`src/rtl/led_display_row_fetch_if.sv`:
```
// RAM read bus and assembled-row stream shared by the row fetcher and its neighbours.
// The master side is the fetcher: it drives RAM reads and presents rows.
interface led_display_row_fetch_if #(
  parameter int unsigned ADDR_W = 32,
  parameter int unsigned ROW_W  = 384,
  parameter int unsigned ROW_AW = 4
);
  logic [ADDR_W-1:0] ram_address_out;
  logic              ram_rd_en_out;
  logic [31:0]       ram_rdata_in;
  logic [ROW_W-1:0]  row_out;
  logic              row_valid_out;
  logic [ROW_AW-1:0] row_address_out;
  logic              row_ready_in;

  modport master (
    output ram_address_out, ram_rd_en_out,
    input  ram_rdata_in,
    output row_out, row_valid_out, row_address_out,
    input  row_ready_in
  );

  modport slave (
    input  ram_address_out, ram_rd_en_out,
    output ram_rdata_in,
    input  row_out, row_valid_out, row_address_out,
    output row_ready_in
  );
endinterface

```
`src/rtl/led_display_row_fetch.sv`:
```
// Fetches display rows word by word from a pipelined RAM and presents them as
// whole rows, prefetching the next row while the current one waits at the output.
module led_display_row_fetch #(
  parameter int unsigned WORDS_PER_ROW = 12,
  parameter int unsigned ROWS          = 16,
  parameter int unsigned RAM_LATENCY   = 2,
  parameter int unsigned ADDR_W        = 32,
  localparam int unsigned ROW_AW       = $clog2(ROWS),
  localparam int unsigned ROW_W        = 32 * WORDS_PER_ROW
) (
  input  logic                 clk_in,
  input  logic                 reset_in,
  input  logic [ADDR_W-1:0]    frame_base_in,
  input  logic                 frame_swap_in,
  output logic                 frame_swap_done_out,
  led_display_row_fetch_if.master bus
);
  localparam int unsigned WCW = $clog2(WORDS_PER_ROW + 1);

  typedef enum logic [1:0] {S_IDLE, S_ISSUE, S_DRAIN, S_FULL} state_t;

  state_t                 state;
  logic [ADDR_W-1:0]      base;
  logic                   swap_pending;
  logic [ROW_AW-1:0]      fetch_row;
  logic [ROW_AW-1:0]      asm_row;
  logic [WCW-1:0]         issue_cnt;
  logic [WCW-1:0]         cap_cnt;
  logic [RAM_LATENCY-1:0] strobe_dly;
  logic [ROW_W-1:0]       asm_buf;

  logic                   take_swap;
  logic                   capture;
  logic                   xfer;
  logic [ADDR_W-1:0]      start_addr;

  always_comb begin
    take_swap  = (state == S_IDLE) && (fetch_row == '0) && (swap_pending || frame_swap_in);
    capture    = strobe_dly[RAM_LATENCY-1];
    xfer       = (state == S_FULL) && (!bus.row_valid_out || bus.row_ready_in);
    start_addr = (take_swap ? frame_base_in : base)
               + ADDR_W'(fetch_row) * ADDR_W'(WORDS_PER_ROW);
  end

  always_ff @(posedge clk_in) begin
    if (reset_in) begin
      state               <= S_IDLE;
      base                <= frame_base_in;
      swap_pending        <= 1'b0;
      fetch_row           <= '0;
      asm_row             <= '0;
      issue_cnt           <= '0;
      cap_cnt             <= '0;
      strobe_dly          <= '0;
      asm_buf             <= '0;
      frame_swap_done_out <= 1'b0;
      bus.ram_address_out <= '0;
      bus.ram_rd_en_out   <= 1'b0;
      bus.row_out         <= '0;
      bus.row_valid_out   <= 1'b0;
      bus.row_address_out <= '0;
    end else begin
      frame_swap_done_out <= 1'b0;
      strobe_dly          <= (strobe_dly << 1) | RAM_LATENCY'(bus.ram_rd_en_out);

      // Words enter at the LSB end so the first-fetched word ends up at the MSB end.
      if (capture) begin
        asm_buf <= (asm_buf << 32) | ROW_W'(bus.ram_rdata_in);
        cap_cnt <= (cap_cnt == WCW'(WORDS_PER_ROW - 1)) ? '0 : cap_cnt + WCW'(1);
      end

      if (take_swap) begin
        base                <= frame_base_in;
        swap_pending        <= 1'b0;
        frame_swap_done_out <= 1'b1;
      end else if (frame_swap_in) begin
        swap_pending <= 1'b1;
      end

      if (xfer) begin
        bus.row_out         <= asm_buf;
        bus.row_address_out <= asm_row;
        bus.row_valid_out   <= 1'b1;
      end else if (bus.row_ready_in) begin
        bus.row_valid_out <= 1'b0;
      end

      case (state)
        S_IDLE: begin
          state               <= S_ISSUE;
          bus.ram_rd_en_out   <= 1'b1;
          bus.ram_address_out <= start_addr;
          issue_cnt           <= '0;
          asm_row             <= fetch_row;
        end
        S_ISSUE: begin
          if (issue_cnt == WCW'(WORDS_PER_ROW - 1)) begin
            state             <= S_DRAIN;
            bus.ram_rd_en_out <= 1'b0;
            fetch_row         <= (fetch_row == ROW_AW'(ROWS - 1)) ? '0 : fetch_row + ROW_AW'(1);
          end else begin
            issue_cnt           <= issue_cnt + WCW'(1);
            bus.ram_address_out <= bus.ram_address_out + ADDR_W'(1);
          end
        end
        S_DRAIN: begin
          if (capture && (cap_cnt == WCW'(WORDS_PER_ROW - 1))) state <= S_FULL;
        end
        S_FULL: begin
          if (xfer) state <= S_IDLE;
        end
        default: state <= S_IDLE;
      endcase
    end
  end
endmodule

```
`src/flat_wrapper.sv`:
```
// flat-port wrapper written by rule: the top's interface ports become plain ports
module led_display_row_fetch_flat 
#(
  parameter int unsigned WORDS_PER_ROW = 12,
  parameter int unsigned ROWS          = 16,
  parameter int unsigned RAM_LATENCY   = 2,
  parameter int unsigned ADDR_W        = 32,
  localparam int unsigned ROW_AW       = $clog2(ROWS),
  localparam int unsigned ROW_W        = 32 * WORDS_PER_ROW
)
  (clk_in, reset_in, frame_base_in, frame_swap_in, frame_swap_done_out, bus_ram_address_out, bus_ram_rd_en_out, bus_ram_rdata_in, bus_row_out, bus_row_valid_out, bus_row_address_out, bus_row_ready_in);
  led_display_row_fetch_if #(.ADDR_W(ADDR_W), .ROW_W((32 * (12))), .ROW_AW(4)) bus_i ();
  input  logic clk_in;
  input  logic reset_in;
  input  logic [ADDR_W-1:0] frame_base_in;
  input  logic frame_swap_in;
  output logic frame_swap_done_out;
  output wire logic [$bits(bus_i.ram_address_out)-1:0] bus_ram_address_out;
  output wire logic [$bits(bus_i.ram_rd_en_out)-1:0] bus_ram_rd_en_out;
  input wire logic [$bits(bus_i.ram_rdata_in)-1:0] bus_ram_rdata_in;
  output wire logic [$bits(bus_i.row_out)-1:0] bus_row_out;
  output wire logic [$bits(bus_i.row_valid_out)-1:0] bus_row_valid_out;
  output wire logic [$bits(bus_i.row_address_out)-1:0] bus_row_address_out;
  input wire logic [$bits(bus_i.row_ready_in)-1:0] bus_row_ready_in;
  assign bus_ram_address_out = bus_i.ram_address_out;
  assign bus_ram_rd_en_out = bus_i.ram_rd_en_out;
  assign bus_i.ram_rdata_in = bus_ram_rdata_in;
  assign bus_row_out = bus_i.row_out;
  assign bus_row_valid_out = bus_i.row_valid_out;
  assign bus_row_address_out = bus_i.row_address_out;
  assign bus_i.row_ready_in = bus_row_ready_in;
  led_display_row_fetch #(.WORDS_PER_ROW(WORDS_PER_ROW), .ROWS(ROWS), .RAM_LATENCY(RAM_LATENCY), .ADDR_W(ADDR_W)) u_core (.clk_in(clk_in), .reset_in(reset_in), .frame_base_in(frame_base_in), .frame_swap_in(frame_swap_in), .frame_swap_done_out(frame_swap_done_out), .bus(bus_i));
endmodule
```
`config.mk`:
```
export PLATFORM = sky130hd
export DESIGN_NAME = led_display_row_fetch_flat
export DESIGN_NICKNAME = d
export VERILOG_FILES = /design/src/rtl/led_display_row_fetch_if.sv /design/src/rtl/led_display_row_fetch.sv /design/src/flat_wrapper.sv
export SDC_FILE = /design/constraint.sdc
export NUM_CORES = 2
export LEC_CHECK = 0
export CAP_MARGIN = 15
export CELL_PAD_IN_SITES_DETAIL_PLACEMENT = 1
export CELL_PAD_IN_SITES_GLOBAL_PLACEMENT = 1
export CORE_MARGIN = 10
export CORE_UTILIZATION = 44
export DETAILED_ROUTE_END_ITERATION = 10
export GPL_TIMING_DRIVEN = 1
export PLACE_DENSITY_LB_ADDON = 0.08
export SETUP_SLACK_MARGIN = 0.4
export SYNTH_ARGS = -nofsm -noshare
export SYNTH_HDL_FRONTEND = slang
export SYNTH_SLANG_ARGS = --single-unit
```
`constraint.sdc`:
```
create_clock -name clk_in -period 7.8 [get_ports clk_in]
set_input_delay 1.56 -clock clk_in [delete_from_list [all_inputs] [get_ports clk_in]]
set_output_delay 1.56 -clock clk_in [all_outputs]
set_load 0.01 [all_outputs]
```
==> qor.csv <==
stage,metric,value,unit
run_status,status,completed,
timing,min_period,4.34,ns
routing,drt_iter0_markers,1377,
floorplan,coreArea,0.0716,mm^2
global_route,grt_pass1_wl,165000,um
placement,port_buffers,490,
clocking,clk_pin_slew_worst_paths,0.06,ns
finish,final_common_cell,dfxtp_1,
synthesis,synth-main-ff-cell,dfxtp_1,
finish,finish.instance_area,0.0403,mm^2
placement,place_inst,4792,
routing,drc_errors,0,
power_and_ir_drop,power_density,269,mW/mm^2
global_route,globalRouteTotalUtil,24.9,%
global_route,gr-usage-met1,28.9,%
routing,drtPass1Iterations,5,
synthesis,synth_cell_type_count,67,
power_and_ir_drop,clkPwrFrac,39.9,%
synthesis,netlist_instances,3576,
routing,drt-wirelength-per-cell,21.8,um
timing,layout_setup_ws,3.46,ns
synthesis,synth_top_area_share,54.1,%
clocking,clock_latency,0.64,ns
clocking,htree_levels,3,
power_and_ir_drop,ir_drop,0.164,mV
timing,fin_tns_setup,0,ns
routing,via_count,26600,
clocking,cts_resized,0,
floorplan,die-area,0.0835,mm^2
synthesis,synth.area.top_cells,"dfxtp_1 54%, mux2i_1 13%, nand2_1 9.9%, a21oi_1 6.7%, nor2_1 5.4%",
power_and_ir_drop,swShare,28.9,%
synthesis,synth_edf_count,0,
setup_path,r2r_setup_slack,3.66,ns
placement,place_area,0.0373,mm^2
setup_path,startpoint_type,input pin,
global_route,grt_max_degree,237,
clocking,cts_tree,done,
placement,dpl_worst_slack,2.81,ns
global_route,grt.busiest_layer,met2,
clocking,clock_path_buffers,3,
floorplan,die_x,289,um
setup_path,cp-startpoint,frame_swap_in,
min_path,hold_class,reg2reg,
power_and_ir_drop,p_seq_share,43.9,%
timing,rsz0062_at_grt,no,
routing,via_per_inst,5.35,
synthesis,syn_area,0.0318,mm^2
setup_path,cp-endpoint,u_core.bus.ram_address_out[18],
setup_path,r2r-end,u_core.bus.ram_address_out[18],
placement,post-dp-hpwl,75300,um
floorplan,fp.dieH,289,um
timing,skew,0.0279,ns
finish,final_net_count,4025,
global_route,grtUsageMet2,43.4,%
setup_path,critPathArrivalTime,4.82,ns
synthesis,synthArstFlopShare,0,%
setup_path,cp-end-kind,register,
setup_path,critPathMaxFanout,40,
finish,layout_common_cells,"859 x dfxtp_1, 840 x nand2_1, 489 x clkdlybuf4s50_1",
clocking,clkSinkCount,860,
flow_run,max-cap-violations,0,
synthesis,ys_seq_area_share,54.1,%
synthesis,ys_seq_elements,860,
clocking,ctsHoldBuffers,0,
floorplan,initial_core_util,44.5,%
synthesis,synth_warnings,0,
global_route,grt.met3_usage,5.86,%
routing,totalWireLength,108000,um
routing,ant_nets,0,
clocking,numCtsBuffers,91,
timing,slew_viol_final,0,
finish,post-route-util,56.3,%
synthesis,yosysTopAreaCell,dfxtp_1,
setup_path,crit_type,in2reg,
power_and_ir_drop,pwr-share-comb,16.2,%
timing,hold_viol_final,0,
timing,slew-limit-headroom,7.91,%
finish,synthToLayoutAreaGrowth,26.6,%
timing,layout_worst_path_cycle_share,55.7,%
finish,layout.cells.non_filler,4959,
timing,worst_pin_slew,1.38,ns
setup_path,r2r_start,u_core.state[0],
global_route,grt_overflow,0,
clocking,post-cts-setup-buffers,0,
power_and_ir_drop,cellLeakagePower,13.7,nW
timing,max_freq,230,MHz
setup_path,rr_worst_depth,14,
global_route,antenna_found_initial,6,
synthesis,avgSynthCellArea,8.90,um^2
floorplan,ios,491,
placement,place.gp.congestion,0.861,
power_and_ir_drop,p_sw,3.13,mW
floorplan,rows,98,
setup_path,required,8.28,ns
global_route,grt_pass1_vias,28000,
synthesis,synthesis.nets,3665,
clocking,clk_root_buffer_cell,clkbuf_16,
power_and_ir_drop,internal_power,7.71,mW
finish,drive_gt1_share,5.62,%
timing,setup_violations,0,
synth_stat cells (all sizes together) (3+ instances only):
cell and instances:
a211oi 13, nand3 34, nor3 20, nor2 462
buf 73, nor2b 6, a21o 7, a21oi 427
o2111ai 3, mux2i 411, a41oi 3, o21a 3
nor4 7, or3 3, nand2 840, nand3b 3
and3 9, nand2b 5, o22ai 5, a22oi 3
mux2 34, inv 16, a31oi 7, xnor2 17
dfxtp 860, o21ai 29, nand4 19, a311o 4
ha 19, xor2 16, o32ai 8, and4 5
clkbuf 175
flip-flops by register name (all words and copies together) (netlist names):
register,count
u_core.frame_swap_done_out,1
u_core.bus.ram_rd_en_out,1
u_core.bus.row_out,384
u_core.strobe_dly,2
u_core.base,32
u_core.issue_cnt,4
u_core.state,2
u_core.asm_row,4
u_core.asm_buf,384
u_core.fetch_row,4
u_core.cap_cnt,4
u_core.bus.row_address_out,4
u_core.swap_pending,1
u_core.bus.ram_address_out,32
u_core.bus.row_valid_out,1
worst min path at each step:
stage                              start                    to  slack, ns  cells past startpoint
floorplan           u_core.strobe_dly[0]  u_core.strobe_dly[1]       0.41                      1
global placement    u_core.strobe_dly[0]  u_core.strobe_dly[1]       0.42                      1
detailed placement  u_core.strobe_dly[0]  u_core.strobe_dly[1]       0.43                      1
CTS                 u_core.strobe_dly[0]  u_core.strobe_dly[1]       0.44                      1
global route        u_core.strobe_dly[0]  u_core.strobe_dly[1]       0.45                      1
finish              u_core.strobe_dly[0]  u_core.strobe_dly[1]       0.44                      1
cell type report:
cell class	instances	area, um^2
Fill cell	8118	31300
Sequential cell	860	17200
Multi-Input combinational cell	2452	13600
Timing Repair Buffer	515	5190
Clock buffer	129	2670
Tap cell	950	1190
Clock inverter	35	339
Inverter	16	60.1
Antenna cell	2	5.00
per-layer routing:
layer  routed length (um)  vias up
met1                44300    13200
met4                 4360        4
met2                53100      553
li1                     -    12600
met3                 6140      212
met5                   27        -
critical path, cell delays in order:
cell	delay, ns
clkdlybuf4s50_1	0.46
o2111a_1	0.25
buf_4	0.27
nand2_1	0.13
nand2_1	0.07
ha_1	0.23
fa_1	0.41
a21o_1	0.20
a21bo_2	0.23
o2111ai_2	0.22
nor2_1	0.12
xor2_1	0.19
a2111oi_0	0.47
power by group through the flow:
stage                     combinational (mW)  sequential [mW]  clock, mW
after floorplan                         1.15             4.79          0
after global placement                  1.71             4.85          0
after detailed placement                1.76             4.85          0
after CTS                               1.77             4.76       4.41
after global routing                    1.90             4.79       4.60
final                                   1.76             4.76       4.32
metrics by stage:
stage | hold slack, ns | total power [mW]
finish | 0.438 | 10.8
global route | 0.451 | 11.3
CTS | 0.440 | 10.9
detailed placement | 0.432 | 6.61
global placement | 0.419 | 6.56
floorplan | 0.414 | 5.94
logic make-up (layout without fill, tap and decap cells):
| family | after synthesis | count (layout) | share of synthesized area (%) |
|---|---|---|---|
| xor gates and xnor gates | 33 | 33 | 0.908 |
| other | 0 | 2 | 0 |
| and+or+nand+nor | 1422 | 1422 | 17.7 |
| DFF | 860 | 860 | 54.1 |
| adders and majority gates | 21 | 21 | 0.872 |
| muxes | 445 | 445 | 14.1 |
| buffers and inverters | 264 | 695 | 3.18 |
| AOI/OAI and AO/OA | 531 | 531 | 9.12 |
Power figures use the tool's default switching activity.
